===== src/rtl/i2c_sensor_poller_if.sv =====
// Byte-level I2C master handshake between the sensor poller (master side)
// and the I2C byte engine (slave side).
interface i2c_sensor_poller_if;
  logic       i2c_ena;
  logic [6:0] i2c_addr;
  logic       i2c_rw;
  logic [7:0] i2c_data_wr;
  logic       i2c_busy;
  logic [7:0] i2c_data_rd;
  logic       i2c_ack_err;

  modport master (
    output i2c_ena, i2c_addr, i2c_rw, i2c_data_wr,
    input  i2c_busy, i2c_data_rd, i2c_ack_err
  );

  modport slave (
    input  i2c_ena, i2c_addr, i2c_rw, i2c_data_wr,
    output i2c_busy, i2c_data_rd, i2c_ack_err
  );
endinterface


===== src/rtl/i2c_sensor_poller.sv =====
// Periodic poller for NUM_SENSORS I2C temperature sensors: pointer write,
// repeated start, multi-byte read; emits a channel-tagged result stream.
module i2c_sensor_poller #(
  parameter int          NUM_SENSORS    = 2,
  parameter int          BYTES_PER_READ = 2,
  parameter int          POLL_CYCLES    = 50000,
  parameter logic [6:0]  ADDR_BASE      = 7'h48,
  parameter logic [7:0]  REG_PTR        = 8'h00,
  localparam int         CW             = (NUM_SENSORS > 1) ? $clog2(NUM_SENSORS) : 1
) (
  input  logic                        CLK,
  input  logic                        RST,
  input  logic                        en,
  i2c_sensor_poller_if.master         i2c,
  output logic [8*BYTES_PER_READ-1:0] rd_data,
  output logic [CW-1:0]               rd_chan,
  output logic                        rd_valid,
  output logic                        err,
  output logic                        overrun
);
  localparam int              TW         = $clog2(POLL_CYCLES);
  localparam int              DW         = 8 * BYTES_PER_READ;
  localparam logic [TW-1:0]   TIMER_LOAD = TW'(POLL_CYCLES - 1);
  localparam logic [2:0]      RCNT_LAST  = 3'(BYTES_PER_READ + 1);
  localparam logic [CW-1:0]   CHAN_LAST  = CW'(NUM_SENSORS - 1);

  typedef enum logic [2:0] {
    WAIT_IDLE = 3'd0, IDLE = 3'd1, START = 3'd2, XFER = 3'd3,
    STORE = 3'd4, ABORT = 3'd5, NEXT = 3'd6
  } state_t;

  state_t          state_r, state_next;
  logic [TW-1:0]   count_r;
  logic            busy_q_r;
  logic            tick_s, rise_s, fall_s;
  logic [CW-1:0]   chan_r, chan_next;
  logic [2:0]      rcnt_r, rcnt_next;
  logic [DW-1:0]   cap_r, cap_next;
  logic            ena_r, ena_next, rw_r, rw_next;
  logic [6:0]      addr_r, addr_next;
  logic [7:0]      data_wr_r, data_wr_next;
  logic [DW-1:0]   rd_data_r, rd_data_next;
  logic [CW-1:0]   rd_chan_r, rd_chan_next;
  logic            rd_valid_r, rd_valid_next, err_r, err_next;
  logic            overrun_r, overrun_next;

  assign tick_s = (count_r == '0);
  assign rise_s = i2c.i2c_busy & ~busy_q_r;
  assign fall_s = ~i2c.i2c_busy & busy_q_r;

  // Poll period timer, free-running independent of en
  always_ff @(posedge CLK) begin
    if (!RST) begin
      count_r <= TIMER_LOAD;
    end else if (tick_s) begin
      count_r <= TIMER_LOAD;
    end else begin
      count_r <= count_r - TW'(1);
    end
  end

  // Busy edge-detect register
  always_ff @(posedge CLK) begin
    if (!RST) begin
      busy_q_r <= 1'b0;
    end else begin
      busy_q_r <= i2c.i2c_busy;
    end
  end

  // Next-state and next-output logic
  always_comb begin
    state_next    = state_r;
    chan_next     = chan_r;
    rcnt_next     = rcnt_r;
    cap_next      = cap_r;
    ena_next      = ena_r;
    addr_next     = addr_r;
    rw_next       = rw_r;
    data_wr_next  = data_wr_r;
    rd_data_next  = rd_data_r;
    rd_chan_next  = rd_chan_r;
    rd_valid_next = 1'b0;
    err_next      = 1'b0;
    if (tick_s && (state_r != IDLE)) begin
      overrun_next = 1'b1;
    end else begin
      overrun_next = overrun_r;
    end

    case (state_r)
      WAIT_IDLE: begin
        if (!i2c.i2c_busy) state_next = IDLE;
        else               state_next = WAIT_IDLE;
      end
      IDLE: begin
        if (tick_s && en) begin
          chan_next  = '0;
          state_next = START;
        end else begin
          state_next = IDLE;
        end
      end
      START: begin
        addr_next    = ADDR_BASE + 7'(chan_r);
        rw_next      = 1'b0;
        data_wr_next = REG_PTR;
        ena_next     = 1'b1;
        rcnt_next    = 3'd0;
        state_next   = XFER;
      end
      XFER: begin
        if (rise_s) begin
          // ena stays high through the repeated start until the last read byte begins
          rcnt_next = rcnt_r + 3'd1;
          if (rcnt_next == 3'd1) rw_next = 1'b1;
          else                   rw_next = rw_r;
          if (rcnt_next == RCNT_LAST) ena_next = 1'b0;
          else                        ena_next = ena_r;
        end else if (fall_s) begin
          for (int k = 0; k < BYTES_PER_READ; k++) begin
            if (rcnt_r == 3'(k + 2)) cap_next[8*(BYTES_PER_READ-1-k) +: 8] = i2c.i2c_data_rd;
            else                     cap_next[8*(BYTES_PER_READ-1-k) +: 8] = cap_r[8*(BYTES_PER_READ-1-k) +: 8];
          end
          if (i2c.i2c_ack_err) begin
            ena_next   = 1'b0;
            state_next = ABORT;
          end else if (rcnt_r == RCNT_LAST) begin
            state_next = STORE;
          end else begin
            state_next = XFER;
          end
        end else begin
          state_next = XFER;
        end
      end
      STORE: begin
        rd_data_next  = cap_r;
        rd_chan_next  = chan_r;
        rd_valid_next = 1'b1;
        state_next    = NEXT;
      end
      ABORT: begin
        if (!i2c.i2c_busy) begin
          err_next     = 1'b1;
          rd_chan_next = chan_r;
          state_next   = NEXT;
        end else begin
          state_next = ABORT;
        end
      end
      NEXT: begin
        if ((chan_r == CHAN_LAST) || !en) begin
          chan_next  = '0;
          state_next = IDLE;
        end else begin
          chan_next  = chan_r + CW'(1);
          state_next = START;
        end
      end
      default: state_next = WAIT_IDLE;
    endcase
  end

  // State and registered outputs
  always_ff @(posedge CLK) begin
    if (!RST) begin
      state_r    <= WAIT_IDLE;
      chan_r     <= '0;
      rcnt_r     <= 3'd0;
      cap_r      <= '0;
      ena_r      <= 1'b0;
      addr_r     <= 7'h00;
      rw_r       <= 1'b0;
      data_wr_r  <= 8'h00;
      rd_data_r  <= '0;
      rd_chan_r  <= '0;
      rd_valid_r <= 1'b0;
      err_r      <= 1'b0;
      overrun_r  <= 1'b0;
    end else begin
      state_r    <= state_next;
      chan_r     <= chan_next;
      rcnt_r     <= rcnt_next;
      cap_r      <= cap_next;
      ena_r      <= ena_next;
      addr_r     <= addr_next;
      rw_r       <= rw_next;
      data_wr_r  <= data_wr_next;
      rd_data_r  <= rd_data_next;
      rd_chan_r  <= rd_chan_next;
      rd_valid_r <= rd_valid_next;
      err_r      <= err_next;
      overrun_r  <= overrun_next;
    end
  end

  assign i2c.i2c_ena     = ena_r;
  assign i2c.i2c_addr    = addr_r;
  assign i2c.i2c_rw      = rw_r;
  assign i2c.i2c_data_wr = data_wr_r;
  assign rd_data         = rd_data_r;
  assign rd_chan         = rd_chan_r;
  assign rd_valid        = rd_valid_r;
  assign err             = err_r;
  assign overrun         = overrun_r;
endmodule


===== src/flat_wrapper.sv =====
// flat-port wrapper written by rule: the top's interface ports become plain ports
module i2c_sensor_poller_flat 
#(
  parameter int          NUM_SENSORS    = 2,
  parameter int          BYTES_PER_READ = 2,
  parameter int          POLL_CYCLES    = 50000,
  parameter logic [6:0]  ADDR_BASE      = 7'h48,
  parameter logic [7:0]  REG_PTR        = 8'h00,
  localparam int         CW             = (NUM_SENSORS > 1) ? $clog2(NUM_SENSORS) : 1
)
  (CLK, RST, en, rd_data, rd_chan, rd_valid, err, overrun, i2c_i2c_ena, i2c_i2c_addr, i2c_i2c_rw, i2c_i2c_data_wr, i2c_i2c_busy, i2c_i2c_data_rd, i2c_i2c_ack_err);
  i2c_sensor_poller_if i2c_i ();
  input  logic CLK;
  input  logic RST;
  input  logic en;
  output logic [8*BYTES_PER_READ-1:0] rd_data;
  output logic [CW-1:0] rd_chan;
  output logic rd_valid;
  output logic err;
  output logic overrun;
  output wire logic [$bits(i2c_i.i2c_ena)-1:0] i2c_i2c_ena;
  output wire logic [$bits(i2c_i.i2c_addr)-1:0] i2c_i2c_addr;
  output wire logic [$bits(i2c_i.i2c_rw)-1:0] i2c_i2c_rw;
  output wire logic [$bits(i2c_i.i2c_data_wr)-1:0] i2c_i2c_data_wr;
  input wire logic [$bits(i2c_i.i2c_busy)-1:0] i2c_i2c_busy;
  input wire logic [$bits(i2c_i.i2c_data_rd)-1:0] i2c_i2c_data_rd;
  input wire logic [$bits(i2c_i.i2c_ack_err)-1:0] i2c_i2c_ack_err;
  assign i2c_i2c_ena = i2c_i.i2c_ena;
  assign i2c_i2c_addr = i2c_i.i2c_addr;
  assign i2c_i2c_rw = i2c_i.i2c_rw;
  assign i2c_i2c_data_wr = i2c_i.i2c_data_wr;
  assign i2c_i.i2c_busy = i2c_i2c_busy;
  assign i2c_i.i2c_data_rd = i2c_i2c_data_rd;
  assign i2c_i.i2c_ack_err = i2c_i2c_ack_err;
  i2c_sensor_poller #(.NUM_SENSORS(NUM_SENSORS), .BYTES_PER_READ(BYTES_PER_READ), .POLL_CYCLES(POLL_CYCLES), .ADDR_BASE(ADDR_BASE), .REG_PTR(REG_PTR)) u_core (.CLK(CLK), .RST(RST), .en(en), .i2c(i2c_i), .rd_data(rd_data), .rd_chan(rd_chan), .rd_valid(rd_valid), .err(err), .overrun(overrun));
endmodule

===== config.mk =====
export PLATFORM = sky130hd
export DESIGN_NAME = i2c_sensor_poller_flat
export DESIGN_NICKNAME = d
export VERILOG_FILES = /design/src/rtl/i2c_sensor_poller_if.sv /design/src/rtl/i2c_sensor_poller.sv /design/src/flat_wrapper.sv
export SDC_FILE = /design/constraint.sdc
export NUM_CORES = 1
export LEC_CHECK = 0
export BUFFER_PORTS_ARGS = -buffer_cell sky130_fd_sc_hd__buf_2
export CORE_MARGIN = 4
export CORE_UTILIZATION = 30
export CTS_BUF_LIST = sky130_fd_sc_hd__clkbuf_2 sky130_fd_sc_hd__clkbuf_4 sky130_fd_sc_hd__clkbuf_8
export CTS_CLUSTER_DIAMETER = 150
export DETAILED_ROUTE_END_ITERATION = 10
export MAX_ROUTING_LAYER = met4
export PLACE_DENSITY = 0.6
export SETUP_SLACK_MARGIN = 0.15
export SLEW_MARGIN = 20
export SYNTH_ARGS = -nofsm -noshare
export SYNTH_HDL_FRONTEND = slang
export SYNTH_SLANG_ARGS = --single-unit

===== constraint.sdc =====
create_clock -name CLK -period 1.85 [get_ports CLK]
set_input_delay 0.4625 -clock CLK [delete_from_list [all_inputs] [get_ports CLK]]
set_output_delay 0.4625 -clock CLK [all_outputs]
set_load 0.005 [all_outputs]

* Word-level counts from Yosys, hierarchy flattened
Cells that the tools add are included.
** Word-level totals
- Flip-flop bits (word level) :: 69
- Output and inout bits :: 37
- Input port bits :: 13
- Logic and storage cells :: 88
** Operators by class
- Bitwise logic cells :: 6
- Reduce and logical (&&, ||, !) cells :: 18
- Muxes and demuxes :: 26
- Add/sub/neg operators :: 4
- Eq/ne operators :: 19
** Operators by type and width (count)
- $pmux W3 S7 :: 1
- $logic_not A16 Y1 :: 1
- $sub A16 B1 Y16 const B :: 1
- $eq A3 B2 Y1 const B :: 5
- $mux W3 :: 5
- $mux W1 :: 12
- $reduce_and A4 Y1 :: 3
- $eq A3 B3 Y1 const B :: 3
- $pmux W1 S2 :: 4
- $reduce_and A2 Y1 :: 4
- $add A7 B1 Y7 const A :: 1
- $eq A3 B1 Y1 const B :: 2
- $mux W2 :: 3
- $ne A2 B1 Y1 const B :: 3
- $ne A3 B1 Y1 const B :: 2
- $pmux W3 S2 :: 1
- $reduce_bool A2 Y1 :: 3
- $ne A2 B2 Y1 const B :: 2
- $not A1 Y1 :: 4
- $add A3 B1 Y3 const B :: 1
- $logic_not A3 Y1 :: 1
- $ne A3 B2 Y1 const B :: 1
- $ne A3 B3 Y1 const B :: 1
- $reduce_and A3 Y1 :: 1
- other kinds (6) :: 8

* Depth between registers and ports, before layout
Gate-level depths: netlist of run 1.
- Depth in word-level cells :: 6
- Depth in mapped cells :: 6
- Gate-level depth less buffers :: 6

* Worst setup path after synthesis of run 1
OpenSTA, ideal clock, no wires.
- Kind :: register -> register
- From :: reg u_core.count_r[0]
- To :: reg u_core.chan_r
- Data arrival time :: 1.623 ns
- Cell stages (with the launch flop) :: 7
- Required time :: 1.733 ns
- Clock period less this slack :: 1.741 ns
- Buffers on the path :: 0
- Setup time :: 0.117 ns
- Path slack :: 0.109 ns
- Path through :: dfxtp_1 > inv_1 > ha_1 > nor3b_4 > nand3_4 > or3_1 > a32o_1
** Between the ends
- Word-level cells in the longest chain between the ends :: 4
** Ends and longest elaborated chain
- from (decl) :: line i2c_sensor_poller.sv:33 : logic [TW-1:0] count_r;
- from (signal assigned) :: line i2c_sensor_poller.sv:58 : count_r <= count_r - TW'(1);
- $logic_not A16 Y1 :: line i2c_sensor_poller.sv:47 : assign tick_s = (count_r == '0);
- $logic_and A1 B1 Y1 :: line i2c_sensor_poller.sv:97 : if (tick_s && en) begin
- $ne A2 B1 Y1 (no source line)
- $reduce_and A2 Y1 (no source line)
- to (signal assigned) :: line i2c_sensor_poller.sv:183 : chan_r <= chan_next;
- to (decl) :: line i2c_sensor_poller.sv:36 : logic [CW-1:0] chan_r, chan_next;
No other way between the ends.
A chain may end at the register's enable or synchronous reset.

* Worst setup path in the final report of run 1
Ends and elaborated chain as after synthesis.

==> results of run 1 <==
flip-flops by register name, indices dropped and copies added, names as in the netlist:
register,cells
u_core.rd_data,16
u_core.state_r,3
u_core.cap_r,16
u_core.overrun,1
u_core.i2c.i2c_ena,1
u_core.busy_q_r,1
u_core.i2c.i2c_addr,2
u_core.chan_r,1
u_core.rcnt_r,3
u_core.err,1
u_core.rd_valid,1
u_core.i2c.i2c_rw,1
u_core.rd_chan,1
u_core.count_r,16
timing repair:
| action | CTS | global route |
|---|---|---|
| endpoints found under the setup margin | 0 | 9 |
| setup buffers | 0 | 4 |
| gates resized for setup | 0 | 8 |
| hold endpoints to repair | 0 | 0 |
routing by layer:
metal,track usage,vias up,wire (µm)
met3,0.0340,8,260
met5,-,-,0
met4,0.0412,0,64
li1,-,1083,-
met1,0.142,989,2800
met2,0.182,44,2780
through the flow:
step / instance area [µm²] / util / hold slack, ns / power [mW]
after floorplan: 2860 / - / 0.393 / 1.52
after global placement: 3130 / 0.340 / 0.402 / 1.54
after detailed placement: 3130 / 0.340 / 0.416 / 1.54
after CTS: 3350 / 0.364 / 0.390 / 2.86
after global routing: 3400 / 0.370 / 0.396 / 2.97
final: 3400 / 0.370 / 0.402 / 2.84
kinds of logic after synthesis:
family                     share of synthesized area
adders and majority gates                     0.0222
buffers and inverters                         0.0614
xor gates and xnor gates                      0.0311
and+or+nand+nor                                0.248
other                                        0.00133
muxes                                         0.0640
AOI/OAI and AO/OA                              0.116
DFF                                            0.455
worst max-delay path by stage:
stage                          endpoint  cells past startpoint
after floorplan           u_core.chan_r                      6
after global placement    u_core.chan_r                      6
after detailed placement  u_core.chan_r                      6
after CTS                 u_core.chan_r                      6
after global routing      u_core.chan_r                      6
final                     u_core.chan_r                      6
layout make-up:
class	count	area, µm²
Timing Repair Buffer	52	310
Fill cell	960	5800
Tap cell	111	139
Clock buffer	10	138
Sequential cell	64	1290
Multi-Input combinational cell	214	1420
Clock inverter	5	81.3
Inverter	7	26.3
synthesized netlist by cell type (all sizes together) (2+ instances only):
master / n / area (µm²)
a21boi: 21 / 158
a21oi: 2 / 10.0
and2: 5 / 31.3
buf: 17 / 120
clkbuf: 7 / 26.3
dfxtp: 64 / 1280
ha: 5 / 62.6
inv: 7 / 26.3
mux2i: 18 / 180
nand2: 49 / 184
nand2b: 4 / 27.5
nand3: 5 / 37.5
nand3b: 4 / 30.0
nand4: 5 / 31.3
nand4b: 2 / 17.5
nor2: 14 / 55.1
nor2b: 21 / 131
nor3: 4 / 42.5
nor3b: 3 / 33.8
nor4: 4 / 37.5
o21a: 2 / 15.0
o21ai: 7 / 35.0
o31a: 2 / 20.0
o31ai: 2 / 28.8
or3: 4 / 25.0
xnor2: 3 / 26.3
xor2: 7 / 61.3
where the power goes:
part,internal (mW),switching [mW],total [mW]
logic,0.0586,0.0704,0.129
registers,1.39,0.00861,1.40
clock network,0.788,0.532,1.32
total,2.23,0.611,2.84
critical path, delay by kind of cell, from the launching register on:
family | cells | cell delay (ns)
adder cells (fa/ha/maj) | 1 | 0.12
AND/OR/NAND/NOR | 3 | 0.78
buffers and inverters | 1 | 0.07
flip-flops | 1 | 0.36
AO/OA/AOI/OAI | 1 | 0.21
==> impl_metrics.yaml, run 1 <==
outcome:
  status: "finished, final reports clean"
setup_path:
  cp_data_required_time_ns: 2.08
  end_kind: "register"
  crit_arrival_ns: 1.87
  r2r_start: "u_core.count_r[0]"
  r2r.worst_path.cells: 6
  worstPathMaxFanout: 5
  critPathLaunchType: "register"
  slowest_stage: "or3_4"
  crit_path_start: "u_core.count_r[0]"
  slowest_delay_ns: 0.42
  crit_chain: "inv_2 -> ha_4 -> nor3b_4 -> nand3_4 -> or3_4 -> a32o_1"
  reg2reg_slack_ns: 0.20
  path_class: "register to register"
  regToRegEndpoint: "u_core.chan_r"
placement:
  numPlacedInstances: 444
  port_buffers: 37
  gp_congestion: 0.732
  post-place-ws_ns: 0.182
  dp_hpwl_um: 4200
power_and_ir_drop:
  ir_drop_v: 0.000336
  power_density_mw_per_mm2: 836
  p_leak_nw: 1.34
job:
  drv_cap: 0
cells_and_area:
  final_cell_mix: "dfxtp_1 (62), nand2_1 (49), buf_2 (37)"
  area_delta_synth_final_pct: 20.8
  diodes: 0
  finalNonFillerCells: 463
  final_common_cell: "dfxtp_1"
  nets: 366
  drive_gt1_frac: 0.241
cts:
  cts_num_sinks: 64
  clk_pin_slew_ns: 0.07
  postCtsHoldBufs: 0
  cts_tree: "done"
  root_buffer: "clkbuf_8"
  clk_latency_ns: 0.33
  htreeDepth: 3
  cts_buffers: 9
  clockBufferDepth: 2
logic_synthesis:
  synth_area_mm2: 0.00281
  syn-instance-count: 298
  ys_ff_latch: 64
  async_reset_ff_frac: 0
  ys_warn_count: 0
  avgSynthCellArea_um2: 9.44
  synth_edf_count: 0
  synth_flop_cell: "dfxtp_1"
  ys_types: 47
  seq_area_frac_synth: 0.455
min_path:
  worstHoldEndpoint: "u_core.err"
  whs_path_depth: 2
  hold_start: "i2c_i2c_busy"
  hold_class: "input port to register"
global_route:
  antenna_found_initial: 0
  grt_pass1_wl_um: 10200
  globalRouteTotalUtil: 0.116
  grt_max_degree: 26
  grt_pass1_vias: 2142
  grt_overflow: 0
floorplan:
  die_w_um: 105
  die_y_um: 105
  initial_core_util: 0.306
  core-area_mm2: 0.00920
  design.die.area_mm2: 0.0110
  rows: 35
  ioPinCount: 50
sta:
  hold_viol: 0
  period_share: 0.890
  clock_skew_ns: 0.00948
  period_needed_ns: 1.65
  setup_violations: 0
  tns_ns: 0
  max_freq_mhz: 607
  rsz0062_at_grt: "no"
  slew_viol_final: 0
  setup_ws_ns: 0.203
route:
  routed_wl_um: 5910
  num_vias: 2124
  postRouteAntennaNets: 0
  drc: 0
  drtIter0Drc: 73
  routed_via_density: 4.59
  first_pass_iters: 4
  wire_per_inst_um: 12.8
Note: power is estimated with default switching activity, not from simulation.
==> run 2: changes to the inputs <==
--- a/config.mk
+++ b/config.mk
@@ -5,8 +5,8 @@
 export SDC_FILE = /design/constraint.sdc
 export NUM_CORES = 1
 export LEC_CHECK = 0
+export ABC_AREA = 1
 export BUFFER_PORTS_ARGS = -buffer_cell sky130_fd_sc_hd__buf_2
-export CORE_MARGIN = 4
 export CORE_UTILIZATION = 30
 export CTS_BUF_LIST = sky130_fd_sc_hd__clkbuf_2 sky130_fd_sc_hd__clkbuf_4 sky130_fd_sc_hd__clkbuf_8
 export CTS_CLUSTER_DIAMETER = 150
==> impl_metrics.yaml, run 2 <==
cells_and_area:
  utilization: 0.364
  final_common_cell: "dfxtp_1"
  diodes: 0
  nets: 401
  drive_gt1_frac: 0.186
  final_area_mm2: 0.00316
  final_cell_mix: "dfxtp_1 (64), a21oi_1 (47), nand2_1 (42)"
  finalNonFillerCells: 496
  area_delta_synth_final_pct: 17.6
cts:
  cts_num_sinks: 64
  cts_buffers: 9
  root_buffer: "clkbuf_8"
  htreeDepth: 3
  cts_tree: "done"
  clk_pin_slew_ns: 0.08
  postCtsHoldBufs: 0
  post-cts-setup-buffers: 0
  ctsResizeCount: 0
  clockBufferDepth: 2
  clk_latency_ns: 0.35
global_route:
  grt_pass1_wl_um: 8860
  grt_pass1_vias: 1929
  grt_overflow: 0
  antenna_found_initial: 0
  grt_max_degree: 32
  globalRouteTotalUtil: 0.132
setup_path:
  slowest_delay_ns: 0.33
  cp_data_required_time_ns: 2.09
  r2r.worst_path.cells: 8
  end_kind: "register"
  path_buf_inv: 2
  crit_path_frequent_cell: "nand2_1"
  slowest_stage: "dfxtp_1"
  cp.depth: 8
  crit_chain: "inv_1 -> ha_1 -> nand2_1 -> nor2_1 -> nand2_1 -> nand2_2 -> inv_2 -> nand3_1"
  path_class: "register to register"
  crit_arrival_ns: 1.72
  worstPathMaxFanout: 10
  crit_family: "simple AND/OR/NAND/NOR gates"
  critPathLaunchType: "register"
route:
  wire_per_inst_um: 11.1
  drc: 0
  routed_wl_um: 5490
  postRouteAntennaNets: 0
  routed_via_density: 4.45
  drtIter0Drc: 90
  first_pass_iters: 4
  num_vias: 2205
floorplan:
  initial_core_util: 0.309
  ioPinCount: 50
  design.die.area_mm2: 0.00933
  rows: 34
  die_w_um: 96.6
  die_y_um: 96.6
  core-area_mm2: 0.00868
logic_synthesis:
  async_reset_ff_frac: 0
  synth_edf_count: 0
  ys_ff_latch: 64
  synth_area_mm2: 0.00268
  ys_types: 32
  syn-instance-count: 343
  synth_top_area_share: 0.477
  yosysTopAreaCell: "dfxtp_1"
  seq_area_frac_synth: 0.477
  yosys-top-cells-count: "dfxtp_1 (64), a21oi_1 (47), nand2_1 (42)"
  synthTopCellsByArea: "dfxtp_1 (48%), a21oi_1 (8.8%), nand2_1 (5.9%), nor2_1 (5.6%), o21ai_0 (5.6%)"
  avgSynthCellArea_um2: 7.82
  synth_most_common_cell: "dfxtp_1"
  synth_flop_cell: "dfxtp_1"
  ys_warn_count: 0
placement:
  place_area_mm2: 0.00293
  gp_congestion: 0.828
  numPlacedInstances: 480
  dp_hpwl_um: 3930
  port_buffers: 37
  post-place-ws_ns: 0.244
power_and_ir_drop:
  seq_power_share: 0.488
  p_leak_nw: 1.36
  internal_power_mw: 2.19
  p_clk_frac: 0.481
  pwr-share-comb: 0.031
  sw_frac_of_total: 0.234
  ir_drop_v: 0.000453
  finalPower_mw: 2.86
  switchingPower_mw: 0.668
  power_density_mw_per_mm2: 905
min_path:
  whs_path_depth: 3
  hold_class: "input port to register"
sta:
  clock_skew_ns: 0.0100
  setup_violations: 0
  max_freq_mhz: 672
  tns_ns: 0
  slew_viol_final: 0
  setup_ws_ns: 0.362
  hold-worst-slack_ns: 0.309
  rsz0062_at_grt: "no"
  hold_viol: 0
  period_share: 0.804
  period_needed_ns: 1.49
job:
  drv_cap: 0
outcome:
  status: "finished, final reports clean"
[run 2: cell count changes after synthesis, sizes merged, moves of 18 or more]
cell    before  now
a21oi        2   48
o21ai        7   49
inv          7   41
nor2        14   43
a21boi      21    0
nor2b       21    0
mux2i       18    0
[run 2: tightest hold or removal path, stage by stage]
cell	delay [ns]
buf_2	0.09
nand2_1	0.04
inv_1	0.04
[run 2: metal layers]
metal	routed length [µm]	share of wire	GRT usage	up-vias
li1	-	-	-	1175
met5	0	0	-	-
met3	223	0.041	0.0571	6
met2	2500	0.46	0.192	42
met1	2710	0.49	0.159	982
met4	57	0.010	0.0515	0
[run 2: cells by family (layout without fill, tap and decap cells)]
| kind of cell | Yosys count | after routing | synth area share |
|---|---|---|---|
| other | 1 | 12 | 0.00140 |
| flip-flops | 64 | 64 | 0.477 |
| AND/OR/NAND/NOR | 105 | 105 | 0.176 |
| buffers and inverters | 64 | 98 | 0.116 |
| adder cells (fa/ha/maj) | 5 | 5 | 0.0233 |
| AO/OA/AOI/OAI | 100 | 100 | 0.193 |
| XOR/XNOR | 4 | 4 | 0.0131 |
[run 2: area by class of cell]
cell class | count | area, µm²
fill | 931 | 5520
sequential | 64 | 1280
multi-input combinational | 226 | 1130
timing repair buffer | 40 | 220
inverter | 42 | 158
tap | 108 | 135
clock buffer | 9 | 124
clock inverter | 7 | 104
[run 2: power groups by stage]
stage	Combinational [mW]	Clock (mW)	Sequential, mW
global placement	0.0871	0	1.43
CTS	0.0885	1.41	1.39
floorplan	0.0704	0	1.42
finish	0.0885	1.37	1.39
global route	0.101	1.48	1.39
detailed placement	0.0882	0	1.43
[run 2: path summary, 6_finish.rpt]
kind                startpoint                 end  slack, ns
min               i2c_i2c_busy     u_core.busy_q_r       0.31
max          u_core.count_r[0]  u_core.count_r[14]       0.36
max reg2reg  u_core.count_r[0]  u_core.count_r[14]       0.36
min reg2reg  u_core.count_r[0]   u_core.count_r[0]       0.39
==> run 3: changes to the inputs <==
--- a/config.mk
+++ b/config.mk
@@ -12,7 +12,7 @@
 export CTS_CLUSTER_DIAMETER = 150
 export DETAILED_ROUTE_END_ITERATION = 10
 export MAX_ROUTING_LAYER = met4
-export PLACE_DENSITY = 0.6
+export PLACE_DENSITY = 0.58
 export SETUP_SLACK_MARGIN = 0.15
 export SLEW_MARGIN = 20
 export SYNTH_ARGS = -nofsm -noshare
==> constraint.sdc (replaced) <==
create_clock -name CLK -period 1.5 [get_ports CLK]
set_input_delay 0.375 -clock CLK [delete_from_list [all_inputs] [get_ports CLK]]
set_output_delay 0.375 -clock CLK [all_outputs]
set_load 0.005 [all_outputs]
==> impl_metrics.yaml, run 3 (synthesized netlist as in run 2, its figures left out) <==
outcome:
  status: "finished, final reports clean"
sta:
  hold_viol: 0
  slew_viol_final: 0
  tns_ns: 0
  rsz0062_at_grt: "yes"
  clock_skew_ns: 0.0105
  max_freq_mhz: 774
  period_share: 0.861
  period_needed_ns: 1.29
  setup_violations: 0
route:
  wire_per_inst_um: 11.5
  routed_via_density: 4.50
  routed_wl_um: 5910
  drc: 0
  drtIter0Drc: 135
  first_pass_iters: 4
  num_vias: 2315
  postRouteAntennaNets: 0
global_route:
  grt_max_degree: 34
  grt_pass1_vias: 2072
  globalRouteTotalUtil: 0.135
  grt_overflow: 0
  antenna_found_initial: 0
  grt_pass1_wl_um: 9210
setup_path:
  worstPathMaxFanout: 8
  regToRegEndpoint: "u_core.cap_r[8]"
  reg2reg_slack_ns: 0.21
  path_class: "register to register"
  slowest_delay_ns: 0.37
  crit_path_frequent_cell: "nand3_4"
  r2r_start: "u_core.state_r[2]"
  r2r.worst_path.cells: 6
  critPathLaunchType: "register"
  end_kind: "register"
  cp_data_required_time_ns: 1.78
  slowest_stage: "dfxtp_4"
  crit_chain: "inv_4 -> nand3_4 -> nor2_4 -> nand3_4 -> buf_6 -> a21oi_1"
  crit_arrival_ns: 1.57
cells_and_area:
  drive_gt1_frac: 0.286
  final_common_cell: "dfxtp_1"
  nets: 419
  utilization: 0.398
  area_delta_synth_final_pct: 28.8
  final.fill_count: 895
  diodes: 0
  final_cell_mix: "dfxtp_1 (58), a21oi_1 (47), nand2_1 (38)"
cts:
  cts_num_sinks: 64
  root_buffer: "clkbuf_8"
  cts_buffers: 9
  clk_latency_ns: 0.35
  postCtsHoldBufs: 0
  clk_pin_slew_ns: 0.08
  cts_tree: "done"
  htreeDepth: 3
  clockBufferDepth: 2
placement:
  dp_hpwl_um: 3990
  gp_congestion: 0.806
  port_buffers: 37
floorplan:
  rows: 34
  initial_core_util: 0.309
  die_w_um: 96.6
  design.die.area_mm2: 0.00933
  core-area_mm2: 0.00868
  ioPinCount: 50
  die_y_um: 96.6
job:
  drv_cap: 0
power_and_ir_drop:
  power_density_mw_per_mm2: 1020
  p_leak_nw: 1.48
  ir_drop_v: 0.000600
min_path:
  whs_path_depth: 3
  hold_class: "input port to register"
  hold_start: "i2c_i2c_busy"
  worstHoldEndpoint: "u_core.busy_q_r"
==> run 3: cell count changes in the layout (fill, tap and decap cells not counted), moves of 5 or more <==
| cell | delta |
|---|---|
| buf_4 | +10 |
| nor2_1 | -7 |
| o21ai_0 | -7 |
| dfxtp_1 | -6 |
| buf_6 | +5 |
| o21ai_1 | +5 |
==> run 3: how the worst max path moves through the flow <==
stage                                 start            endpoint  slack, ns  depth (start not counted)
after floorplan           u_core.count_r[0]   u_core.count_r[3]       0.23                          8
after global placement         i2c_i2c_busy     u_core.cap_r[4]       0.13                          7
after detailed placement  u_core.state_r[0]     u_core.cap_r[4]       0.05                          5
after CTS                 u_core.state_r[2]     u_core.cap_r[4]       0.13                          6
after global routing      u_core.count_r[2]  u_core.count_r[15]       0.11                          8
final                     u_core.state_r[2]     u_core.cap_r[8]       0.21                          6
==> run 3: metrics by stage <==
stage	area [µm²]	worst slack, ns	total power, mW	hold slack (ns)	instances
2_1_floorplan	2730	0.229	1.84	0.366	354
3_3_place_gp	2990	0.127	1.87	0.376	487
3_5_place_dp	2990	0.0532	1.87	0.380	487
4_1_cts	3250	0.133	3.57	0.196	504
5_1_grt	3460	0.108	3.68	0.239	514
6_report	3460	0.208	3.53	0.216	514
==> run 3: critical path: cells and delay by family (launching register included) <==
kind / cells / cell delay, ns
and+or+nand+nor: 3 / 0.51
DFF: 1 / 0.37
buffers and inverters: 2 / 0.22
AOI/OAI and AO/OA: 1 / 0.13
==> run 3: repair_timing <==
item	in CTS	in global routing
pin swaps	1	13
gates resized for setup	10	44
setup buffers	1	8
setup endpoints to repair	32	38
gates cloned	0	2
==> run 3: power by group <==
part	total [mW]	internal [mW]	leakage, nW	switching (mW)
sequential	1.72	1.71	0.520	0.0130
clock	1.68	0.955	0.114	0.730
combinational	0.128	0.0475	0.845	0.0806
==> run 3: area by class of cell <==
class / count / area [µm²] / area share
clock buffers: 9 / 124 / 0.0358
flip-flops and latches: 64 / 1300 / 0.375
inverters: 42 / 163 / 0.0471
repair buffers: 56 / 372 / 0.108
clock inverters: 7 / 104 / 0.0301
multi-input cells: 228 / 1260 / 0.365
well taps: 108 / 135 / 0.0391
==> run 3: per-layer routing <==
| layer | wire length (µm) | up-vias | GRT usage | part of all wire |
|---|---|---|---|---|
| li1 | - | 1207 | - | - |
| met1 | 2730 | 1058 | 0.155 | 0.46 |
| met2 | 2870 | 41 | 0.215 | 0.49 |
| met3 | 223 | 9 | 0.0493 | 0.038 |
| met4 | 85 | 0 | 0.0539 | 0.014 |
| met5 | 0 | - | - | 0 |
